$ cat config.mk
export PLATFORM = sky130hd
export DESIGN_NAME = algo_mrpnwp_rdrsp_buf
export DESIGN_NICKNAME = d
export VERILOG_FILES = /design/src/rtl/algo_mrpnwp_rdrsp_buf.sv
export SDC_FILE = /design/constraint.sdc
export NUM_CORES = 1
export LEC_CHECK = 0
export CELL_PAD_IN_SITES_DETAIL_PLACEMENT = 0
export CELL_PAD_IN_SITES_GLOBAL_PLACEMENT = 2
export CORE_UTILIZATION = 43
export CTS_CLUSTER_DIAMETER = 50
export DETAILED_ROUTE_END_ITERATION = 10
export MAX_ROUTING_LAYER = met4
export PLACE_DENSITY_LB_ADDON = 0.12
export SYNTH_ARGS = -nofsm -noshare
export SYNTH_HDL_FRONTEND = slang
export SYNTH_SLANG_ARGS = --single-unit
$ cat constraint.sdc
create_clock -name clk -period 7.9 [get_ports clk]
set_input_delay 0.79 -clock clk [delete_from_list [all_inputs] [get_ports clk]]
set_output_delay 0.79 -clock clk [all_outputs]
set_load 0.05 [all_outputs]
$ cat src/rtl/algo_mrpnwp_rdrsp_buf.sv
// Per-port read-response buffer: credit-gated read issue into the banked memory,
// fixed-latency response capture into a FIFO, and valid/ready return to the client.
module algo_mrpnwp_rdrsp_buf #(
  parameter int WIDTH   = 32,
  parameter int NUMRDPT = 2,
  parameter int BITVBNK = 3,
  parameter int BITVROW = 10,
  parameter int BITPADR = 14,
  parameter int FIFODEP = 4,
  parameter int BITFIFO = 2
) (
  input  logic                       clk,
  input  logic                       rst,
  input  logic                       ready,
  input  logic [NUMRDPT-1:0]         cl_read,
  input  logic [NUMRDPT*BITVBNK-1:0] cl_badr,
  input  logic [NUMRDPT*BITVROW-1:0] cl_radr,
  output logic [NUMRDPT-1:0]         cl_rdy,
  output logic [NUMRDPT-1:0]         read,
  output logic [NUMRDPT*BITVBNK-1:0] rd_badr,
  output logic [NUMRDPT*BITVROW-1:0] rd_radr,
  input  logic [NUMRDPT-1:0]         rd_vld,
  input  logic [NUMRDPT*WIDTH-1:0]   rd_dout,
  input  logic [NUMRDPT-1:0]         rd_serr,
  input  logic [NUMRDPT-1:0]         rd_derr,
  input  logic [NUMRDPT*BITPADR-1:0] rd_padr,
  output logic [NUMRDPT-1:0]         out_vld,
  input  logic [NUMRDPT-1:0]         out_rdy,
  output logic [NUMRDPT*WIDTH-1:0]   out_dout,
  output logic [NUMRDPT-1:0]         out_serr,
  output logic [NUMRDPT-1:0]         out_derr,
  output logic [NUMRDPT*BITPADR-1:0] out_padr,
  output logic [NUMRDPT-1:0]         ovf_err,
  output logic [NUMRDPT-1:0]         unx_err
);

  localparam int                 EW   = BITPADR + 2 + WIDTH;
  localparam logic [BITFIFO:0]   DEP  = (BITFIFO+1)'(FIFODEP);
  localparam logic [BITFIFO-1:0] LAST = BITFIFO'(FIFODEP - 1);

  // Handshakes: a request transfers on the edge where cl_read&cl_rdy, a response
  // transfers on the edge where out_vld&out_rdy; out_* hold while out_vld&~out_rdy.
  // The memory side has no backpressure: rd_vld is captured unconditionally.
  assign rd_badr = cl_badr;
  assign rd_radr = cl_radr;

  for (genvar i = 0; i < NUMRDPT; i++) begin : g_port
    logic [BITFIFO:0]   crd;
    logic [BITFIFO:0]   out_cnt;
    logic [BITFIFO:0]   cnt;
    logic [BITFIFO-1:0] wr_ptr;
    logic [BITFIFO-1:0] rd_ptr;
    logic               ovf;
    logic               unx;
    logic               issue;
    logic               pop;
    logic               full;
    logic               push;
    logic [EW-1:0]      head;
    logic [EW-1:0]      mem [FIFODEP];

    assign cl_rdy[i]  = ready & (crd != '0);
    assign issue      = cl_read[i] & cl_rdy[i];
    assign read[i]    = issue;
    assign out_vld[i] = (cnt != '0);
    assign full       = (cnt == DEP);
    assign pop        = out_vld[i] & out_rdy[i];
    // A pop on a full FIFO frees the head slot before the same-edge write lands.
    assign push       = rd_vld[i] & (~full | pop);
    assign head       = out_vld[i] ? mem[rd_ptr] : '0;
    assign {out_padr[i*BITPADR +: BITPADR], out_derr[i], out_serr[i],
            out_dout[i*WIDTH +: WIDTH]} = head;
    assign ovf_err[i] = ovf;
    assign unx_err[i] = unx;

    always_ff @(posedge clk or negedge rst) begin
      if (!rst) begin
        crd     <= DEP;
        out_cnt <= '0;
        cnt     <= '0;
        wr_ptr  <= '0;
        rd_ptr  <= '0;
        ovf     <= 1'b0;
        unx     <= 1'b0;
      end else begin
        if (issue && !pop)
          crd <= crd - 1'b1;
        else if (pop && !issue && (crd != DEP))
          crd <= crd + 1'b1;

        if (issue && !rd_vld[i])
          out_cnt <= out_cnt + 1'b1;
        else if (rd_vld[i] && !issue && (out_cnt != '0))
          out_cnt <= out_cnt - 1'b1;

        if (rd_vld[i] && (out_cnt == '0))
          unx <= 1'b1;
        if (rd_vld[i] && full && !pop)
          ovf <= 1'b1;

        if (push && !pop)
          cnt <= cnt + 1'b1;
        else if (pop && !push)
          cnt <= cnt - 1'b1;

        if (push)
          wr_ptr <= (wr_ptr == LAST) ? '0 : wr_ptr + 1'b1;
        if (pop)
          rd_ptr <= (rd_ptr == LAST) ? '0 : rd_ptr + 1'b1;
      end
    end

    // Storage is not reset; the head is gated to zero while empty.
    always_ff @(posedge clk) begin
      if (push)
        mem[wr_ptr] <= {rd_padr[i*BITPADR +: BITPADR], rd_derr[i], rd_serr[i],
                        rd_dout[i*WIDTH +: WIDTH]};
    end
  end

endmodule

== After elaboration in Yosys (flattened, before gate mapping) ==
Memories as Yosys holds them, arrays and structs flattened.
Cells that the tools add are included.

* $add $sub $neg: 16
* Equality and inequality tests: 8
* Multiplexer cells: 22
* Bitwise gates (word level): 12
* Reduce and logical (&&, ||, !) cells: 44

{| class="wikitable"
|+ Operators with widths
! cell !! number
|-
| 2-to-1 mux 48 bit || 2
|-
| 2-to-1 mux 3 bit || 12
|-
| logical AND 1 bit || 22
|-
| adder 3 x 1 -> 3 bit (second input constant) || 6
|-
| nonzero test 3 bit || 6
|-
| subtractor 3 x 1 -> 3 bit (second input constant) || 6
|-
| nonzero test 2 bit || 6
|-
| adder 2 x 1 -> 2 bit (second input constant) || 4
|-
| bitwise AND 1 bit || 8
|-
| equality test 2 bit (second input constant) || 4
|-
| logical NOT 1 bit || 8
|-
| 2-to-1 mux 2 bit || 4
|-
| equality test 3 bit (second input constant) || 2
|-
| logical NOT 3 bit || 2
|-
| inequality test 3 bit (second input constant) || 2
|-
| 2-to-1 mux 1 bit || 4
|-
| inverter 1 bit || 2
|-
| OR 1 bit || 2
|}

* Bits in registers: 30
* Memory bits (writable): 384
* Word-level logic and storage cells: 118
* Memories kept: 2

{| class="wikitable"
|+ Memory list
! memory !! depth !! bits a word !! rd ports !! clocked after Yosys merged registers in !! wr ports !! RTL line !! RTL
|-
| g_port[0].mem || 4 || 48 || 1 || 0 || 1 || 60 || <nowiki>logic [EW-1:0] mem [FIFODEP];</nowiki>
|-
| g_port[1].mem || 4 || 48 || 1 || 0 || 1 || 60 ||
|}

== Depth between registers and ports, before layout ==
Gate-level depths: netlist of run 1.

* Word-level depth: 8
* Mapped depth: 9
* Gate-level depth less buffers: 8

== Worst setup path after synthesis of run 1 ==
No wires, ideal clock.

* Kind: in2reg
* From: input port out_rdy[1]
* To: memory g_port[1].mem[0][0] (netlist name), enable pin
* Library setup time: 410 ps
* Arrival: 2352 ps
* Data required time: 7490 ps
* Setup slack: 5137 ps
* Stages: 4
* Path buffers: 1
* Cell sequence: nor4b_1 nor2b_1 clkbuf_1 and2_1

* Word-level cells in the longest chain between the ends: 5

{| class="wikitable"
|+ Ends and longest elaborated chain
! item !! RTL line !! RTL
|-
| from (decl) || 28 || <nowiki>input logic [NUMRDPT-1:0] out_rdy,</nowiki>
|-
| bitwise AND 1 bit || 67 || <nowiki>assign pop = out_vld[i] & out_rdy[i];</nowiki>
|-
| OR 1 bit || 69 || <nowiki>assign push = rd_vld[i] & (~full | pop);</nowiki>
|-
| bitwise AND 1 bit || 69 ||
|-
| via g_port[1].push || 58 || <nowiki>logic push;</nowiki>
|-
| 2-to-1 mux 1 bit || 115 || <nowiki>if (push)</nowiki>
|-
| 2-to-1 mux 1 bit (implied by the code) || 116 || <nowiki>mem[wr_ptr] <= {rd_padr[i*BITPADR +: BITPADR], rd_derr[i], rd_serr[i],</nowiki>
|-
| to (decl) || 60 ||
|}

The timed path passes the listed nets, and every way through them passes these cells.

== Worst setup path after layout of run 1 ==
* From: register g_port[0].rd_ptr[0]
* To: output port out_dout[11]

* Word-level cells in the longest chain between the ends: 2

{| class="wikitable"
|+ Ends and longest elaborated chain
! item !! RTL line !! RTL
|-
| from (decl) || 52 || <nowiki>logic [BITFIFO-1:0] rd_ptr;</nowiki>
|-
| from (signal assigned) || 109 || <nowiki>rd_ptr <= (rd_ptr == LAST) ? '0 : rd_ptr + 1'b1;</nowiki>
|-
| memory (4 x 48 bit) || n/a ||
|-
| 2-to-1 mux 48 bit || 70 || <nowiki>assign head = out_vld[i] ? mem[rd_ptr] : '0;</nowiki>
|-
| to (decl) || 29 || <nowiki>output logic [NUMRDPT*WIDTH-1:0] out_dout,</nowiki>
|}

No other way between the ends.

==> results_dict.tcl, run 1 <==
set metrics [dict create \
    insertion_delay_ns 0.56 \
    grt_overflow 0 \
    met2_usage 0.284 \
    numCtsBuffers 48 \
    grt_pass1_vias 8733 \
    ys.flop_type "edfxtp_1" \
    clockBufferDepth 3 \
    root_buffer "clkbuf_16" \
    setup_viol 0 \
    power_density_nw_per_um2 449 \
    fin_skew_ns 0.0136 \
    drv_cap 0 \
    p_leak_nw 6.88 \
    async_reset_ff_frac 0.0725 \
    instances_no_fill 1600 \
    gr-max-usage-layer "met2" \
    drtAntennaViolNets 0 \
    die_area_sq_um 40000 \
    path_max_fanout 33 \
    yosys.area.top_type_share 0.684 \
    cts_resized 0 \
    ys_warn_count 0 \
    cts.sinks 414 \
    max_freq_mhz 239 \
    crit_chain "buf_4, mux4_2, nor2b_1, clkdlybuf4s50_1" \
    wl_per_cell_microns 20.9 \
    dr.first_iter.drc_count 318 \
    end_kind "output port" \
    areaGrowthSynthToFinish_pct 23.0 \
    finalHoldViolCount 0 \
    hp-class "reg -> reg" \
    globalplace.congestion 0.712 \
    dp.cells 1509 \
    place_area_sq_um 19200 \
    min_period_ns 4.19 \
    drt_pass1_iterations 6 \
    h-tree-depth 2 \
    synthTopCellsByArea "edfxtp_1, mux4_2, dfrtp_1" \
    antenna_found_initial 3 \
    die_w_microns 200 \
    hpwl_microns 19200 \
    nNetsFinal 1190 \
    synthesis.area_sq_um 16900 \
    worstPathArrival_ns 3.40 \
    core_sq_um 38600 \
    grt_pass1_wl_microns 50800 \
    ys_ff_latch 414 \
    tightest_slew_ns 0.973 \
    io_buffers 210 \
    dp_slack_ns 4.24 \
    syn_nets 999 \
    hold_slack_ns 0.479 \
    slowest_stage "clkdlybuf4s50_1" \
    yosys.area.top_type "edfxtp_1" \
    synth_edf_count 384 \
    drc 0 \
    rows 72 \
    path_buf_inv 2 \
    worstPathRequired_ns 7.11 \
    path_clk_slew_ns 0.06 \
    cp_slowest_stage_delay_ns 0.76 \
    synth.yosys.seq_area_share 0.729 \
    initial_utilization 0.436 \
    maxSlewViolCount 0 \
    status "completed" \
    grt_use_total 0.176 \
    critical_path.top_delay_family "buffers and inverters" \
    grt_setup_unrepaired "false" \
    dieHeight_microns 200 \
    final.setup.tns_ns 0 \
    start_kind "flip-flop" \
    holdBufCountCts 0 \
    vias_per_cell 5.17 \
    grt_start_max_net_pins 50 \
    syn_inst 850 \
    postLayoutCellArea_sq_um 20700 \
    vias 8272 \
    io_pins 263 \
    path_class "reg -> out" \
    peakVddDrop_mv 0.289 \
    slew_headroom 0.351 \
    drive_gt1_frac 0.195 \
    post_cts_buffers 0 \
    syn_avg_cell_area_sq_um 19.8 \
    cts_tree "yes" \
    timing.final.ws_setup_ns 3.71 \
    fin_crit_sh 0.530 \
    grtUsageMet3 0.0477 \
    wl_microns 33400 \
    met1_usage 0.215 \
    synthDistinctLibCells 60 \
]
power by group:
group | switching (mW) | leakage [nW] | internal (mW)
Clock | 0.856 | 0.754 | 1.31
Sequential | 0.228 | 3.86 | 2.90
Combinational | 2.50 | 2.26 | 1.53
Yosys cell counts (2+ instances only):
master	number
o311ai_0	2
buf_2	10
dfstp_2	2
or2_2	2
mux4_2	91
nor4b_1	3
buf_4	38
and2_1	10
nor3_1	9
buf_6	9
fa_1	6
a21oi_1	6
o221ai_1	2
nand2_1	14
a211o_1	4
and2b_2	13
xor2_1	4
o21ai_0	12
buf_1	5
xnor2_1	6
clkbuf_1	11
o211ai_1	3
a31o_2	2
ha_1	12
edfxtp_1	384
nor4_1	2
nor2_1	13
a31oi_1	2
nand3_1	2
inv_1	15
a21o_1	4
nand2b_1	2
mux4_1	5
and2b_1	5
or3_1	2
nor2b_1	81
mux2i_1	2
o22ai_1	3
dfrtp_1	28
mux2_2	3
inv_2	2
cell usage in the layout (no fill, tap or decap), drive strengths merged, types with 3 or more instances in the layout:
cell and instances:
and2 10, mux4 96, xor2 4, diode 3, ha 12, o22ai 3, mux2 3, nand2 14
a21o 4, a211o 4, bufinv 5, clkinv 19, clkdlybuf4s50 210, inv 21, buf 7, clkbuf 59
o311ai 4, fa 6, o211ai 3, and2b 18, nor4b 3, edfxtp 384, nor2b 81, nor2 14
a21oi 6, o21ai 12, dfrtp 28, xnor2 6, nor3 10
flip-flops by register name, summed over array words and instances, names as in the netlist:
register and count:
g_port.mem 384, g_port.wr_ptr 4, g_port.cnt 6, g_port.out_cnt 6, g_port.ovf 2, g_port.unx 2, g_port.crd 6, g_port.rd_ptr 4
final cells by class:
cell class                 count  area (sq um)
sequential                   414         12300
inverter                      18          70.1
antenna                        3          7.51
fill                        3058         17900
clock inverter                29           282
timing repair buffer         217          2150
clock buffer                  59          1270
tap                          518           648
multi-input combinational    342          4010
metrics by stage:
stage | power (mW) | util
detailed placement | 7.27 | 0.496
global route | 9.76 | 0.537
CTS | 9.47 | 0.537
global placement | 7.28 | 0.496
finish | 9.32 | 0.537
floorplan | 6.07 | -
final timing paths:
kind,start,to,slack [ns],cells past startpoint
setup / recovery,g_port[0].rd_ptr[0],out_dout[11],3.71,4
hold / removal,g_port[1].unx,g_port[1].unx,0.48,1
setup reg to reg,g_port[0].cnt[0],g_port[0].crd[2],5.35,5
hold reg to reg,g_port[1].unx,g_port[1].unx,0.48,1
max in group asynchronous,rst,g_port[1].rd_ptr[0],6.89,2
min in group asynchronous,rst,g_port[0].rd_ptr[0],0.65,2
kinds of logic (layout without fill, tap and decap cells):
| kind of cell | after synthesis | after routing | share of synthesized area |
|---|---|---|---|
| AOI/OAI and AO/OA | 51 | 51 | 0.0241 |
| xor gates and xnor gates | 10 | 10 | 0.00519 |
| adders and majority gates | 18 | 18 | 0.0160 |
| buffers and inverters | 94 | 323 | 0.0352 |
| DFF | 414 | 414 | 0.729 |
| muxes | 101 | 101 | 0.133 |
| other | 0 | 3 | 0 |
| and+or+nand+nor | 162 | 162 | 0.0583 |
routing by layer:
layer	up-vias	share of wire
met5	-	0
met4	0	0.021
met3	50	0.059
met2	222	0.49
met1	4285	0.43
li1	3715	-
No activity file was read; power rests on OpenSTA's default activity.
==> inputs of run 2 (changes only) <==
Settings changed: CORE_UTILIZATION 43 to 40.
Clock period 7.9 ns to 3.9 ns, I/O delays scaled along.
==> run 2 against run 1 <==
Effect of this change: via count shrank 1.7%; wire length grew 0.70%; utilization decreased by 3.0 points; worst setup slack got worse by 3.3 ns; die area rose by 7.4%; largest cell class unchanged.
==> results_dict.tcl, run 2 (synthesized netlist as in run 1, its figures left out) <==
set metrics [dict create \
    tightest_slew_ns 0.884 \
    core_sq_um 41200 \
    top_register "g_port.mem" \
    finalHoldViolCount 0 \
    place_area_sq_um 19400 \
    crit_chain "buf_4, mux4_2, nor2b_1, clkdlybuf4s50_1" \
    max_freq_mhz 286 \
    path_max_fanout 28 \
    cts.sinks 414 \
    power_density_nw_per_um2 904 \
    power.switching_fraction 0.385 \
    die_area_sq_um 43000 \
    initial_utilization 0.409 \
    antenna_found_initial 3 \
    fin_crit_sh 0.896 \
    rows 74 \
    setup_viol 0 \
    drc 0 \
    wl_microns 33600 \
    maxSlewViolCount 0 \
    die_w_microns 207 \
    fill_cells 3323 \
    p_seq_frac 0.339 \
    worstPathArrival_ns 3.10 \
    cts_resized 0 \
    fin_skew_ns 0.0177 \
    numCtsBuffers 47 \
    status "completed" \
    slew_headroom 0.410 \
    grt_use_total 0.165 \
    io_pins 263 \
    dr.first_iter.drc_count 406 \
    io_buffers 210 \
    cp_slowest_stage_delay_ns 0.80 \
    grt_pass1_wl_microns 52000 \
    areaGrowthSynthToFinish_pct 23.9 \
    largest_reg_flops 384 \
    drv_cap 0 \
    p_sw_mw 7.27 \
    timing.final.ws_setup_ns 0.406 \
    globalplace.congestion 0.717 \
    grt_start_max_net_pins 50 \
    grt_pass1_vias 8800 \
    p_leak_nw 6.92 \
    cts_tree "yes" \
    clockBufferDepth 3 \
    multi_input_area_sq_um 4010 \
    grt_overflow 0 \
    dp_slack_ns 0.866 \
    min_period_ns 3.49 \
    hpwl_microns 20000 \
    drive_gt1_frac 0.203 \
    total_power_mw 18.9 \
    r2r_cells 5 \
    vias_per_cell 5.00 \
    insertion_delay_ns 0.57 \
    drtAntennaViolNets 0 \
    root_buffer "clkbuf_16" \
    postLayoutCellArea_sq_um 20900 \
    layout_common_cells "edfxtp_1, clkdlybuf4s50_1, mux4_2" \
    dieHeight_microns 207 \
    post_cts_buffers 0 \
    p_int_mw 11.6 \
    drt_pass1_iterations 4 \
    rrSetupSlack_ns 1.45 \
    hp-class "in -> async" \
    path_class "reg -> out" \
    end_kind "output port" \
    start_kind "flip-flop" \
    nNetsFinal 1202 \
    holdBufCountCts 0 \
    combinationalPowerShare 0.435 \
    area.sequential_sq_um 12300 \
    vias 8128 \
    p_clk_frac 0.226 \
    final.setup.tns_ns 0 \
    path_clk_slew_ns 0.06 \
    slowest_stage "dfrtp_4" \
    r2r-end "g_port[0].crd[2]" \
    layout.cells.most_common "edfxtp_1" \
    worstPathRequired_ns 3.51 \
    h-tree-depth 2 \
    reg2reg_from "g_port[0].cnt[0]" \
    wl_per_cell_microns 20.7 \
    grt_setup_unrepaired "false" \
    hold_slack_ns 0.239 \
    peakVddDrop_mv 0.589 \
]
==> run 2: changes by cell type in the layout (fill, tap and decap cells not counted), sizes merged <==
cell / before / now
buf: 7 / 20
bufinv: 5 / 4
clkinv: 19 / 16
clkinvlp: 2 / 4
inv: 21 / 20
==> run 2: area by class of cell <==
| type | count | share of cell area |
|---|---|---|
| timing repair buffer | 230 | 0.112 |
| clock inverter | 26 | 0.0124 |
| antenna | 3 | 0.000359 |
| clock buffer | 59 | 0.0595 |
| multi-input combinational | 342 | 0.192 |
| inverter | 18 | 0.00335 |
| sequential | 414 | 0.589 |
| tap | 532 | 0.0319 |
==> run 2: how the worst max path moves through the flow <==
stage                           endpoint  slack (ns)  cells past startpoint           startpoint
finish                      out_padr[20]        0.41                      4  g_port[1].rd_ptr[0]
global route                out_dout[58]        0.22                      4  g_port[1].rd_ptr[0]
CTS                         out_padr[20]        0.29                      4  g_port[1].rd_ptr[0]
detailed placement  g_port[1].out_cnt[2]        0.87                      7                ready
global placement    g_port[1].out_cnt[2]        0.85                      7                ready
floorplan            g_port[1].mem[3][0]        1.40                      4     g_port[1].cnt[2]
==> run 2: power by group through the flow <==
stage / combinational (mW) / sequential [mW] / clock [mW]
final: 8.22 / 6.41 / 4.26
after global routing: 8.71 / 6.53 / 4.55
after CTS: 8.39 / 6.44 / 4.40
after detailed placement: 8.35 / 6.53 / 0
after global placement: 8.37 / 6.50 / 0
after floorplan: 6.08 / 6.20 / 0
==> run 2: worst max-delay path: cells and delay by family, from the launching register on <==
kind          cells  cell delay (ns)
buf+inv           2             1.09
mux               1             0.50
simple gates      1             0.14
flops             1             0.80
==> run 2: per-stage QoR <==
step / utilization / cells
after floorplan: - / 850
after global placement: 0.470 / 1536
after detailed placement: 0.470 / 1536
after CTS: 0.507 / 1621
after global routing: 0.507 / 1624
final: 0.507 / 1624
==> run 2: layer usage <==
layer | GRT usage | up-vias | wire length (microns)
li1 | - | 3752 | -
met1 | 0.193 | 4105 | 14000
met2 | 0.268 | 217 | 16800
met3 | 0.0504 | 54 | 2150
met4 | 0.0594 | 0 | 673
met5 | - | - | 0
==> inputs of run 3 (changes only) <==
Settings changed: CORE_UTILIZATION 40 to 43.
Clock period 3.9 ns to 4.1 ns, I/O delays scaled along.
==> run 3 against run 2 <==
Effect of this change: register-to-register slack better by 0.14 ns; power shrank 5.5%; highest routed layer unchanged; combinational power decreased by 5.4%; sequential share of layout area is essentially flat; cell count is 0.74% lower; sequential cell count unchanged; non-clock buffer count did not move; clock skew is 0.011 ns lower; clock-buffer cell count rose by 8.
==> results_dict.tcl, run 3 (synthesized netlist as in run 1, its figures left out) <==
set metrics [dict create \
    grt_pass1_wl_microns 50300 \
    nNetsFinal 1203 \
    layout_common_cells "edfxtp_1, clkdlybuf4s50_1, mux4_2" \
    p_sw_mw 6.85 \
    timing.final.ws_setup_ns 0.556 \
    start_kind "flip-flop" \
    maxSlewViolCount 0 \
    dp_slack_ns 1.03 \
    largest_reg_flops 384 \
    end_kind "output port" \
    multi_input_area_sq_um 4000 \
    insertion_delay_ns 0.54 \
    root_buffer "clkbuf_16" \
    drv_cap 0 \
    clockBufferDepth 3 \
    drive_gt1_frac 0.202 \
    total_power_mw 17.9 \
    status "completed" \
    drtAntennaViolNets 0 \
    worstPathArrival_ns 3.13 \
    finalHoldViolCount 0 \
    areaGrowthSynthToFinish_pct 23.8 \
    fin_skew_ns 0.00716 \
    wl_microns 33000 \
    wl_per_cell_microns 20.5 \
    post_cts_buffers 0 \
    drt_pass1_iterations 4 \
    io_pins 263 \
    rows 72 \
    grt_overflow 0 \
    initial_utilization 0.436 \
    path_max_fanout 32 \
    h-tree-depth 2 \
    drc 0 \
    p_leak_nw 6.93 \
    grt_setup_unrepaired "false" \
    die_w_microns 200 \
    power_density_nw_per_um2 855 \
    grt_start_max_net_pins 50 \
    p_int_mw 11.0 \
    area.sequential_sq_um 12300 \
    holdBufCountCts 0 \
    path_class "reg -> out" \
    globalplace.congestion 0.689 \
    peakVddDrop_mv 0.545 \
    vias_per_cell 5.08 \
    worstPathRequired_ns 3.69 \
    die_area_sq_um 40000 \
    max_freq_mhz 282 \
    fin_crit_sh 0.864 \
    core_sq_um 38600 \
    cts_tree "yes" \
    cts_resized 0 \
    grt_use_total 0.174 \
    power.switching_fraction 0.384 \
    min_period_ns 3.54 \
    hpwl_microns 20400 \
    top_register "g_port.mem" \
    hp-class "in -> async" \
    p_clk_frac 0.221 \
    dr.first_iter.drc_count 329 \
    layout.cells.most_common "edfxtp_1" \
    dieHeight_microns 200 \
    cts.sinks 414 \
    combinationalPowerShare 0.436 \
    final.setup.tns_ns 0 \
    p_seq_frac 0.343 \
    setup_viol 0 \
    antenna_found_initial 5 \
    slew_headroom 0.332 \
    path_clk_slew_ns 0.06 \
    numCtsBuffers 48 \
    tightest_slew_ns 0.999 \
    io_buffers 210 \
    fill_cells 3044 \
    grt_pass1_vias 8710 \
    vias 8192 \
]
-- run 3: cell count changes in the layout (fill, tap and decap cells not counted), moves of 3 or more --
cell,previous run,this run
buf_4,13,10
clkinv_1,9,5
and2_2,4,8
clkbuf_1,11,16
and2_4,4,0
buf_12,7,10
clkinv_4,3,0
-- run 3: per-stage QoR --
step / instance area [sq um] / std cells / utilization / hold slack [ns]
finish: 20900 / 1612 / 0.540 / 0.424
global route: 20900 / 1612 / 0.540 / 0.484
detailed placement: 19400 / 1522 / 0.502 / 0.470
global placement: 19400 / 1522 / 0.502 / 0.480
floorplan: 16900 / 850 / - / 0.114
CTS: 20900 / 1607 / 0.540 / 0.440
-- run 3: path summary, 6_finish.rpt --
path	cells past startpoint	slack [ns]	startpoint	endpoint
worst max-delay path	4	0.56	g_port[0].rd_ptr[0]	out_dout[3]
worst min-delay path	1	0.42	rst	g_port[0].wr_ptr[0]
worst max register to register	5	1.59	g_port[0].cnt[0]	g_port[0].crd[2]
worst min register to register	1	0.47	g_port[0].ovf	g_port[0].ovf
max in group asynchronous	2	2.86	rst	g_port[0].crd[2]
min in group clk	1	0.47	g_port[0].ovf	g_port[0].ovf
-- run 3: per-layer routing --
metal,vias up,GRT usage,wire [microns]
met4,0,0.0500,592
met3,49,0.0432,2000
met1,4188,0.213,14000
met2,209,0.288,16500
met5,-,-,0
li1,3746,-,-
-- run 3: power by group through the flow --
stage | combinational (mW) | sequential, mW | clock [mW]
final | 7.78 | 6.12 | 3.94
after floorplan | 5.79 | 5.90 | 0
after global placement | 7.93 | 6.22 | 0
after CTS | 7.92 | 6.16 | 4.05
after global routing | 8.26 | 6.24 | 4.20
after detailed placement | 7.89 | 6.24 | 0
-- run 3: worst max-delay path, cell delays in order, from the launching register on --
cell             delay, ns
dfrtp_4               0.84
buf_12                0.29
mux4_2                0.51
and2b_2               0.22
clkdlybuf4s50_1       0.71
-- run 3: cell type report --
class,count,share of cell area
inverters,18,0.00336
clock buffers,67,0.0629
flip-flops and latches,414,0.589
multi-input cells,342,0.192
diodes,5,0.000599
repair buffers,230,0.114
clock inverters,18,0.00737
well taps,518,0.0310
